[config.mk]
export PLATFORM = sky130hd
export DESIGN_NAME = uart_tx_io
export DESIGN_NICKNAME = d
export VERILOG_FILES = /design/src/rtl/uart_io_pkg.sv /design/src/rtl/uart_tx_fifo.sv /design/src/rtl/uart_tx_io.sv
export SDC_FILE = /design/constraint.sdc
export NUM_CORES = 1
export LEC_CHECK = 0
export ABC_CLOCK_PERIOD_IN_PS = 3000
export CAP_MARGIN = 20
export CORE_ASPECT_RATIO = 0.5
export CORE_MARGIN = 2
export CORE_UTILIZATION = 55
export DETAILED_ROUTE_END_ITERATION = 8
export GPL_TIMING_DRIVEN = 0
export PLACE_DENSITY = 0.79
export SLEW_MARGIN = 30
export SYNTH_ARGS = -nofsm -noshare
export SYNTH_HDL_FRONTEND = slang
export SYNTH_SLANG_ARGS = --single-unit
[constraint.sdc]
create_clock -name clock -period 3 [get_ports clock]
set_input_delay 0.3 -clock clock [delete_from_list [all_inputs] [get_ports clock]]
set_output_delay 0.3 -clock clock [all_outputs]
set_load 0.05 [all_outputs]
[src/rtl/uart_io_pkg.sv]
// Shared definitions for the memory-mapped UART transmitter: FSM encoding,
// register offsets and status-word bit positions.
package uart_io_pkg;

  typedef enum logic [1:0] {
    StIdle  = 2'd0,
    StStart = 2'd1,
    StData  = 2'd2,
    StStop  = 2'd3
  } tx_state_e;

  localparam logic [1:0] UART_DATA = 2'b00;
  localparam logic [1:0] UART_CTRL = 2'b10;

  localparam int unsigned STAT_BUSY    = 0;
  localparam int unsigned STAT_FULL    = 1;
  localparam int unsigned STAT_EMPTY   = 2;
  localparam int unsigned STAT_OVF     = 3;
  localparam int unsigned STAT_CNT_LSB = 4;
  localparam int unsigned CNT_W        = 4;

endpackage

[src/rtl/uart_tx_fifo.sv]
// Small synchronous byte FIFO feeding the UART serializer.
// A push while full is accepted only when a pop happens on the same edge.
module uart_tx_fifo
  import uart_io_pkg::*;
#(
  parameter int unsigned FIFO_DEPTH = 4
) (
  input  logic             clock,
  input  logic             rst_n,
  input  logic             push,
  input  logic             pop,
  input  logic [7:0]       wdata,
  output logic [7:0]       rdata,
  output logic             full,
  output logic             empty,
  output logic [CNT_W-1:0] count
);

  localparam int unsigned PtrW = $clog2(FIFO_DEPTH);

  logic [7:0]       mem_q [FIFO_DEPTH];
  logic [PtrW-1:0]  wr_ptr_q, wr_ptr_d;
  logic [PtrW-1:0]  rd_ptr_q, rd_ptr_d;
  logic [CNT_W-1:0] count_q, count_d;
  logic             push_ok, pop_ok;

  assign full    = (count_q == CNT_W'(FIFO_DEPTH));
  assign empty   = (count_q == '0);
  assign count   = count_q;
  assign rdata   = mem_q[rd_ptr_q];
  assign pop_ok  = pop & ~empty;
  assign push_ok = push & (~full | pop_ok);

  always_comb begin
    wr_ptr_d = wr_ptr_q;
    rd_ptr_d = rd_ptr_q;
    count_d  = count_q + {{(CNT_W-1){1'b0}}, push_ok} - {{(CNT_W-1){1'b0}}, pop_ok};
    if (push_ok) wr_ptr_d = wr_ptr_q + PtrW'(1);
    if (pop_ok)  rd_ptr_d = rd_ptr_q + PtrW'(1);
  end

  always_ff @(posedge clock or negedge rst_n) begin
    if (!rst_n) begin
      wr_ptr_q <= '0;
      rd_ptr_q <= '0;
      count_q  <= '0;
    end else begin
      wr_ptr_q <= wr_ptr_d;
      rd_ptr_q <= rd_ptr_d;
      count_q  <= count_d;
    end
  end

  always_ff @(posedge clock) begin
    if (push_ok) mem_q[wr_ptr_q] <= wdata;
  end

endmodule

[src/rtl/uart_tx_io.sv]
// Memory-mapped 8N1 UART transmitter: register decode, byte FIFO and serializer FSM.
// tx and tx_busy are registered and reset asynchronously so the line idles high at once.
module uart_tx_io
  import uart_io_pkg::*;
#(
  parameter int unsigned CLKS_PER_BIT = 87,
  parameter int unsigned FIFO_DEPTH   = 4
) (
  input  logic        clock,
  input  logic        rst_n,
  input  logic        uartcs,
  input  logic        uartwrite,
  input  logic        uartread,
  input  logic [1:0]  uartaddr,
  input  logic [15:0] uart_wdata,
  output logic [15:0] uart_rdata,
  output logic        tx,
  output logic        tx_busy
);

  localparam int unsigned BaudW = $clog2(CLKS_PER_BIT);
  localparam logic [BaudW-1:0] BaudLast = BaudW'(CLKS_PER_BIT - 1);

  tx_state_e        state_q, state_d;
  logic [BaudW-1:0] baud_q, baud_d;
  logic [2:0]       bit_q, bit_d;
  logic [7:0]       shift_q, shift_d;
  logic             tx_q, tx_d;
  logic             busy_q, busy_d;
  logic             ovf_q, ovf_d;

  logic             wr_en, push, ovf_set, ovf_clr;
  logic             fifo_pop, fifo_full, fifo_empty;
  logic [7:0]       fifo_rdata;
  logic [CNT_W-1:0] fifo_count;
  logic             baud_last;
  logic [15:0]      status;
  logic             unused_wdata;

  assign unused_wdata = ^uart_wdata[15:8];

  assign wr_en   = uartcs & uartwrite;
  assign push    = wr_en & (uartaddr == UART_DATA);
  assign ovf_clr = wr_en & (uartaddr == UART_CTRL) & uart_wdata[3];
  // A same-edge pop frees a slot, so only a push that really drops counts.
  assign ovf_set = push & fifo_full & ~fifo_pop;
  assign ovf_d   = ovf_set ? 1'b1 : (ovf_clr ? 1'b0 : ovf_q);

  uart_tx_fifo #(
    .FIFO_DEPTH(FIFO_DEPTH)
  ) u_fifo (
    .clock(clock),
    .rst_n(rst_n),
    .push (push),
    .pop  (fifo_pop),
    .wdata(uart_wdata[7:0]),
    .rdata(fifo_rdata),
    .full (fifo_full),
    .empty(fifo_empty),
    .count(fifo_count)
  );

  assign baud_last = (baud_q == BaudLast);

  always_comb begin
    state_d  = state_q;
    baud_d   = baud_q;
    bit_d    = bit_q;
    shift_d  = shift_q;
    fifo_pop = 1'b0;
    unique case (state_q)
      StIdle: begin
        if (!fifo_empty) begin
          fifo_pop = 1'b1;
          shift_d  = fifo_rdata;
          baud_d   = '0;
          state_d  = StStart;
        end
      end
      StStart: begin
        if (baud_last) begin
          baud_d  = '0;
          bit_d   = 3'd0;
          state_d = StData;
        end else begin
          baud_d = baud_q + BaudW'(1);
        end
      end
      StData: begin
        if (baud_last) begin
          baud_d = '0;
          if (bit_q == 3'd7) begin
            state_d = StStop;
          end else begin
            bit_d   = bit_q + 3'd1;
            shift_d = {1'b0, shift_q[7:1]};
          end
        end else begin
          baud_d = baud_q + BaudW'(1);
        end
      end
      StStop: begin
        if (baud_last) begin
          baud_d = '0;
          // Back-to-back frames: the next start bit follows the stop bit directly.
          if (!fifo_empty) begin
            fifo_pop = 1'b1;
            shift_d  = fifo_rdata;
            state_d  = StStart;
          end else begin
            state_d = StIdle;
          end
        end else begin
          baud_d = baud_q + BaudW'(1);
        end
      end
      default: state_d = StIdle;
    endcase
  end

  always_comb begin
    tx_d   = 1'b1;
    busy_d = (state_d != StIdle);
    unique case (state_d)
      StStart: tx_d = 1'b0;
      StData:  tx_d = shift_d[0];
      default: tx_d = 1'b1;
    endcase
  end

  always_ff @(posedge clock or negedge rst_n) begin
    if (!rst_n) begin
      state_q <= StIdle;
      baud_q  <= '0;
      bit_q   <= '0;
      shift_q <= '0;
      tx_q    <= 1'b1;
      busy_q  <= 1'b0;
      ovf_q   <= 1'b0;
    end else begin
      state_q <= state_d;
      baud_q  <= baud_d;
      bit_q   <= bit_d;
      shift_q <= shift_d;
      tx_q    <= tx_d;
      busy_q  <= busy_d;
      ovf_q   <= ovf_d;
    end
  end

  assign tx      = tx_q;
  assign tx_busy = busy_q;

  always_comb begin
    status                             = '0;
    status[STAT_BUSY]                  = (state_q != StIdle);
    status[STAT_FULL]                  = fifo_full;
    status[STAT_EMPTY]                 = fifo_empty;
    status[STAT_OVF]                   = ovf_q;
    status[STAT_CNT_LSB +: CNT_W]      = fifo_count;
  end

  assign uart_rdata = (uartcs & uartread) ? status : 16'h0000;

endmodule

==> flow_metrics.env <==
export IMPL_outcome="complete, no violations"
export IMPL_synthDominantAreaCellType="sky130_fd_sc_hd__edfxtp_1"
export IMPL_hold_viol_final=0
export IMPL_max_freq_mhz=359.3
export IMPL_htree_num_levels=3
export IMPL_total_power_w=0.002505
export IMPL_clockRootBuffer="sky130_fd_sc_hd__clkbuf_16"
export IMPL_floorplan_initialDensity_pct=57.51
export IMPL_row_count=19
export IMPL_switching_share_pct=26.01
export IMPL_crit_fanout=10
export IMPL_setup_viol_count_final=0
export IMPL_remaining_drc_errors=0
export IMPL_antenna_violations_before_repair=0
export IMPL_seq_area_frac_synth_pct=54.79
export IMPL_worst_r2r_cell_count=9
export IMPL_grt_pass1_wl_um=9687
export IMPL_worst_path_largest_cell_delay_ns=0.54
export IMPL_finClkSkew_ns=0.004868
export IMPL_crit_path_top_delay_cell="sky130_fd_sc_hd__dlygate4sd2_1"
export IMPL_hold_buffers=0
export IMPL_synth_flop_cell="sky130_fd_sc_hd__edfxtp_1"
export IMPL_crit_arrival_ns=2.48
export IMPL_avgViaCountPerCell=5.524
export IMPL_stdcell_count=372
export IMPL_fillCellCount=380
export IMPL_gpl_final_weighted_congestion=0.8208
export IMPL_fin_max_slew_vios=0
export IMPL_fp_dieArea_sq_mm=0.006427
export IMPL_ys_warn_count=0
export IMPL_fin_setup_tns_ns=0
export IMPL_most_frequent_cells_in_the_layout="32 x sky130_fd_sc_hd__edfxtp_1, 30 x sky130_fd_sc_hd__dfrtp_1, 23 x sky130_fd_sc_hd__nand2_1, 22 x sky130_fd_sc_hd__clkdlybuf4s50_1"
export IMPL_edff_count_synth=32
export IMPL_placement_io_buffers=24
export IMPL_synth_ff_latch_count=63
export IMPL_floorplan_die_width_um=111.4
export IMPL_mostFrequentLayoutCell="sky130_fd_sc_hd__edfxtp_1"
export IMPL_yosys_area_top_type_share_pct=30.30
export IMPL_netlist_area_sq_mm=0.003172
export IMPL_finalCriticalPeriod_ns=2.784
export IMPL_worstSetupStartpointType="flip-flop"
export IMPL_endpoint_kind="output port"
export IMPL_timing_critical_path_cells="inv_1 -> ha_1 -> or3b_2 -> clkbuf_1 -> nor2_1 -> dlygate4sd2_1"
export IMPL_drt_first_iter_violations=141
export IMPL_finalNetCount=338
export IMPL_syn2layout_area_growth_pct=21.22
export IMPL_clock_tree_from_tritoncts="built"
export IMPL_floorplan_die_height_um=57.70
export IMPL_number_of_different_library_cells_in_the_post_synthesis_netlist=49
export IMPL_number_of_placed_instances_taps_included=356
export IMPL_ff2ff_setup_slack_ns=0.27
export IMPL_num_antenna_cells=0
export IMPL_post_synth_main_area_contributors="sky130_fd_sc_hd__edfxtp_1 30%, sky130_fd_sc_hd__dfrtp_1 24%, sky130_fd_sc_hd__ha_1 7.9%, sky130_fd_sc_hd__mux4_2 5.7%, sky130_fd_sc_hd__a22o_1 2.8%"
export IMPL_internal_power_w=0.001853
export IMPL_ir_drop_worst_case_vdd_uv=576.9
export IMPL_share_clk_of_total_power_pct=44.1
export IMPL_design_core_area_sq_mm=0.005515
export IMPL_drt_pass_1_iters=5
export IMPL_groute_usage_overall_pct=20.04
export IMPL_antenna_violation_net_count_after_detailed_routing=0
export IMPL_grt_setup_unrepaired="false"
export IMPL_class_of_the_most_critical_hold_timing_path="in2async"
export IMPL_netSwitchingPower_w=0.0006515
export IMPL_routed_wirelength_um=5852
export IMPL_gate_power_share_pct=15.9
export IMPL_largest_net_degree_at_the_start_of_global_routing=32
export IMPL_num_vias=2055
export IMPL_power_density_mw_per_mm2=651.4
export IMPL_clock_insertion_delay_worst_skew_ns=0.33
export IMPL_synthesized_area_divided_by_synthesized_cell_count_sq_um=12.59
export IMPL_drv_cap=0
export IMPL_cts_buffers=9
export IMPL_route_detailed_wl_per_inst_um=15.73
export IMPL_post_route_cells_drive_above_1_share_pct=14.72
export IMPL_clock_sinks=63
export IMPL_dp_hpwl_um=4006
export IMPL_synth_async_sr_flop_share_pct=49.21
export IMPL_max_clock_path_buffers=2
export IMPL_timing_setup_critical_path_class="reg2out"
export IMPL_sequentialPowerShare_pct=40.0
export IMPL_p_leak_nw=1.600
export IMPL_final_min_period_over_clock_period_pct=92.78
export IMPL_worst_slew_margin_rel_pct=51.77
export IMPL_postSynthCellCount=252
export IMPL_timing_worst_slew_pin_value_ns=0.7235
export IMPL_first_global_vias=2004
export IMPL_cts_reportedPaths_clkPinSlew_ns=0.05
export IMPL_grt_overflow_total=0
export IMPL_worst_endpoint_required_ns=2.70
export IMPL_number_of_ports_placed_on_the_die_boundary=41
export IMPL_fin_util_pct=69.71
## per-layer routing
| metal | vias to the layer above | global-route usage, % | part of all wire [%] |
|---|---|---|---|
| met2 | 42 | 33.19 | 50 |
| li1 | 987 | - | - |
| met3 | 11 | 7.008 | 4.5 |
| met4 | 0 | 8.113 | 1.6 |
| met1 | 1015 | 24.82 | 43 |
| met5 | - | 0 | 0 |
## power groups by stage
stage	Sequential [W]	Clock (W)	Combinational [W]
after floorplan	0.00101	0	0.000285
after global placement	0.00101	0	0.000373
after detailed placement	0.00102	0	0.000393
after CTS	0.00100	0.00112	0.000398
after global routing	0.00101	0.00116	0.000440
final	0.00100	0.00110	0.000398
## critical path: cells and delay by family (launching register included)
family / cells / cell delay (ns)
AND/OR/NAND/NOR: 2 / 0.65
buffers and inverters: 3 / 0.96
adder cells (fa/ha/maj): 1 / 0.17
flip-flops: 1 / 0.38
## final cells by class
| type | instances | area (sq um) | area share (%) |
|---|---|---|---|
| Multi-Input combinational cell | 168 | 1323 | 34.40 |
| Inverter | 12 | 45.04 | 1.171 |
| Buffer | 16 | 92.59 | 2.408 |
| Sequential cell | 63 | 1738 | 45.20 |
| Clock inverter | 7 | 96.34 | 2.506 |
| Timing Repair Buffer | 24 | 234.0 | 6.085 |
| Tap cell | 73 | 91.34 | 2.376 |
| Clock buffer | 9 | 225.2 | 5.857 |
## through the flow
step,setup WS [ns],hold WS (ns),cell area (sq um)
floorplan,0.6194,0.004409,3198
global placement,0.2992,0.5138,3530
detailed placement,0.2868,0.3854,3525
CTS,0.2179,0.03455,3845
global route,0.09395,0.07578,3845
finish,0.2165,0.02490,3845
## logic make-up after synthesis
| kind of cell | synth area share, % |
|---|---|
| XOR/XNOR | 2.485 |
| buffers and inverters | 4.339 |
| other | 0.1182 |
| AND/OR/NAND/NOR | 10.89 |
| multiplexers | 8.363 |
| flip-flops | 54.79 |
| AO/OA/AOI/OAI | 10.49 |
| adder cells (fa/ha/maj) | 8.521 |
## synthesized netlist by cell type, types with 2 or more instances
| master | n |
|---|---|
| sky130_fd_sc_hd__edfxtp_1 | 32 |
| sky130_fd_sc_hd__dfrtp_1 | 30 |
| sky130_fd_sc_hd__nand2_1 | 23 |
| sky130_fd_sc_hd__ha_1 | 20 |
| sky130_fd_sc_hd__nor2_1 | 20 |
| sky130_fd_sc_hd__o21ai_0 | 15 |
| sky130_fd_sc_hd__inv_1 | 12 |
| sky130_fd_sc_hd__a22o_1 | 10 |
| sky130_fd_sc_hd__buf_4 | 8 |
| sky130_fd_sc_hd__mux4_2 | 8 |
| sky130_fd_sc_hd__mux2i_1 | 7 |
| sky130_fd_sc_hd__a21oi_1 | 6 |
| sky130_fd_sc_hd__xor2_1 | 6 |
| sky130_fd_sc_hd__clkbuf_1 | 5 |
| sky130_fd_sc_hd__and2_1 | 4 |
| sky130_fd_sc_hd__a21o_1 | 3 |
| sky130_fd_sc_hd__nand4_1 | 3 |
| sky130_fd_sc_hd__xnor2_1 | 3 |
| sky130_fd_sc_hd__a211oi_1 | 2 |
| sky130_fd_sc_hd__and3_1 | 2 |
| sky130_fd_sc_hd__buf_2 | 2 |
| sky130_fd_sc_hd__nand3_1 | 2 |
| sky130_fd_sc_hd__nor3_1 | 2 |
| sky130_fd_sc_hd__or3_1 | 2 |
## registers in the layout, indices dropped and copies added (netlist names), 2 cells and up
name,count
baud_q,7
u_fifo.wr_ptr_q,2
u_fifo.count,4
shift_q,8
u_fifo.rd_ptr_q,2
u_fifo.mem_q,32
bit_q,3
state_q,2
## repair_timing
action                                  in CTS  in global routing
resized for setup                            1                  0
setup buffers                                0                  0
endpoints found under the setup margin       1                  0
## final timing paths
kind	start	to
min	rst_n	u_fifo.wr_ptr_q[0]$_DFFE_PN0N_
max in group asynchronous	rst_n	shift_q[0]$_DFF_PN0_
max	u_fifo.count[2]$_DFF_PN0_	uart_rdata[2]
min in group clock	shift_q[4]$_DFFE_PN0P_	shift_q[4]$_DFFE_PN0P_
max reg2reg	baud_q[0]$_DFFE_PN0P_	u_fifo.count[1]$_DFF_PN0_
min reg2reg	shift_q[4]$_DFFE_PN0P_	shift_q[4]$_DFFE_PN0P_
Note: power is estimated with default switching activity, not from simulation.
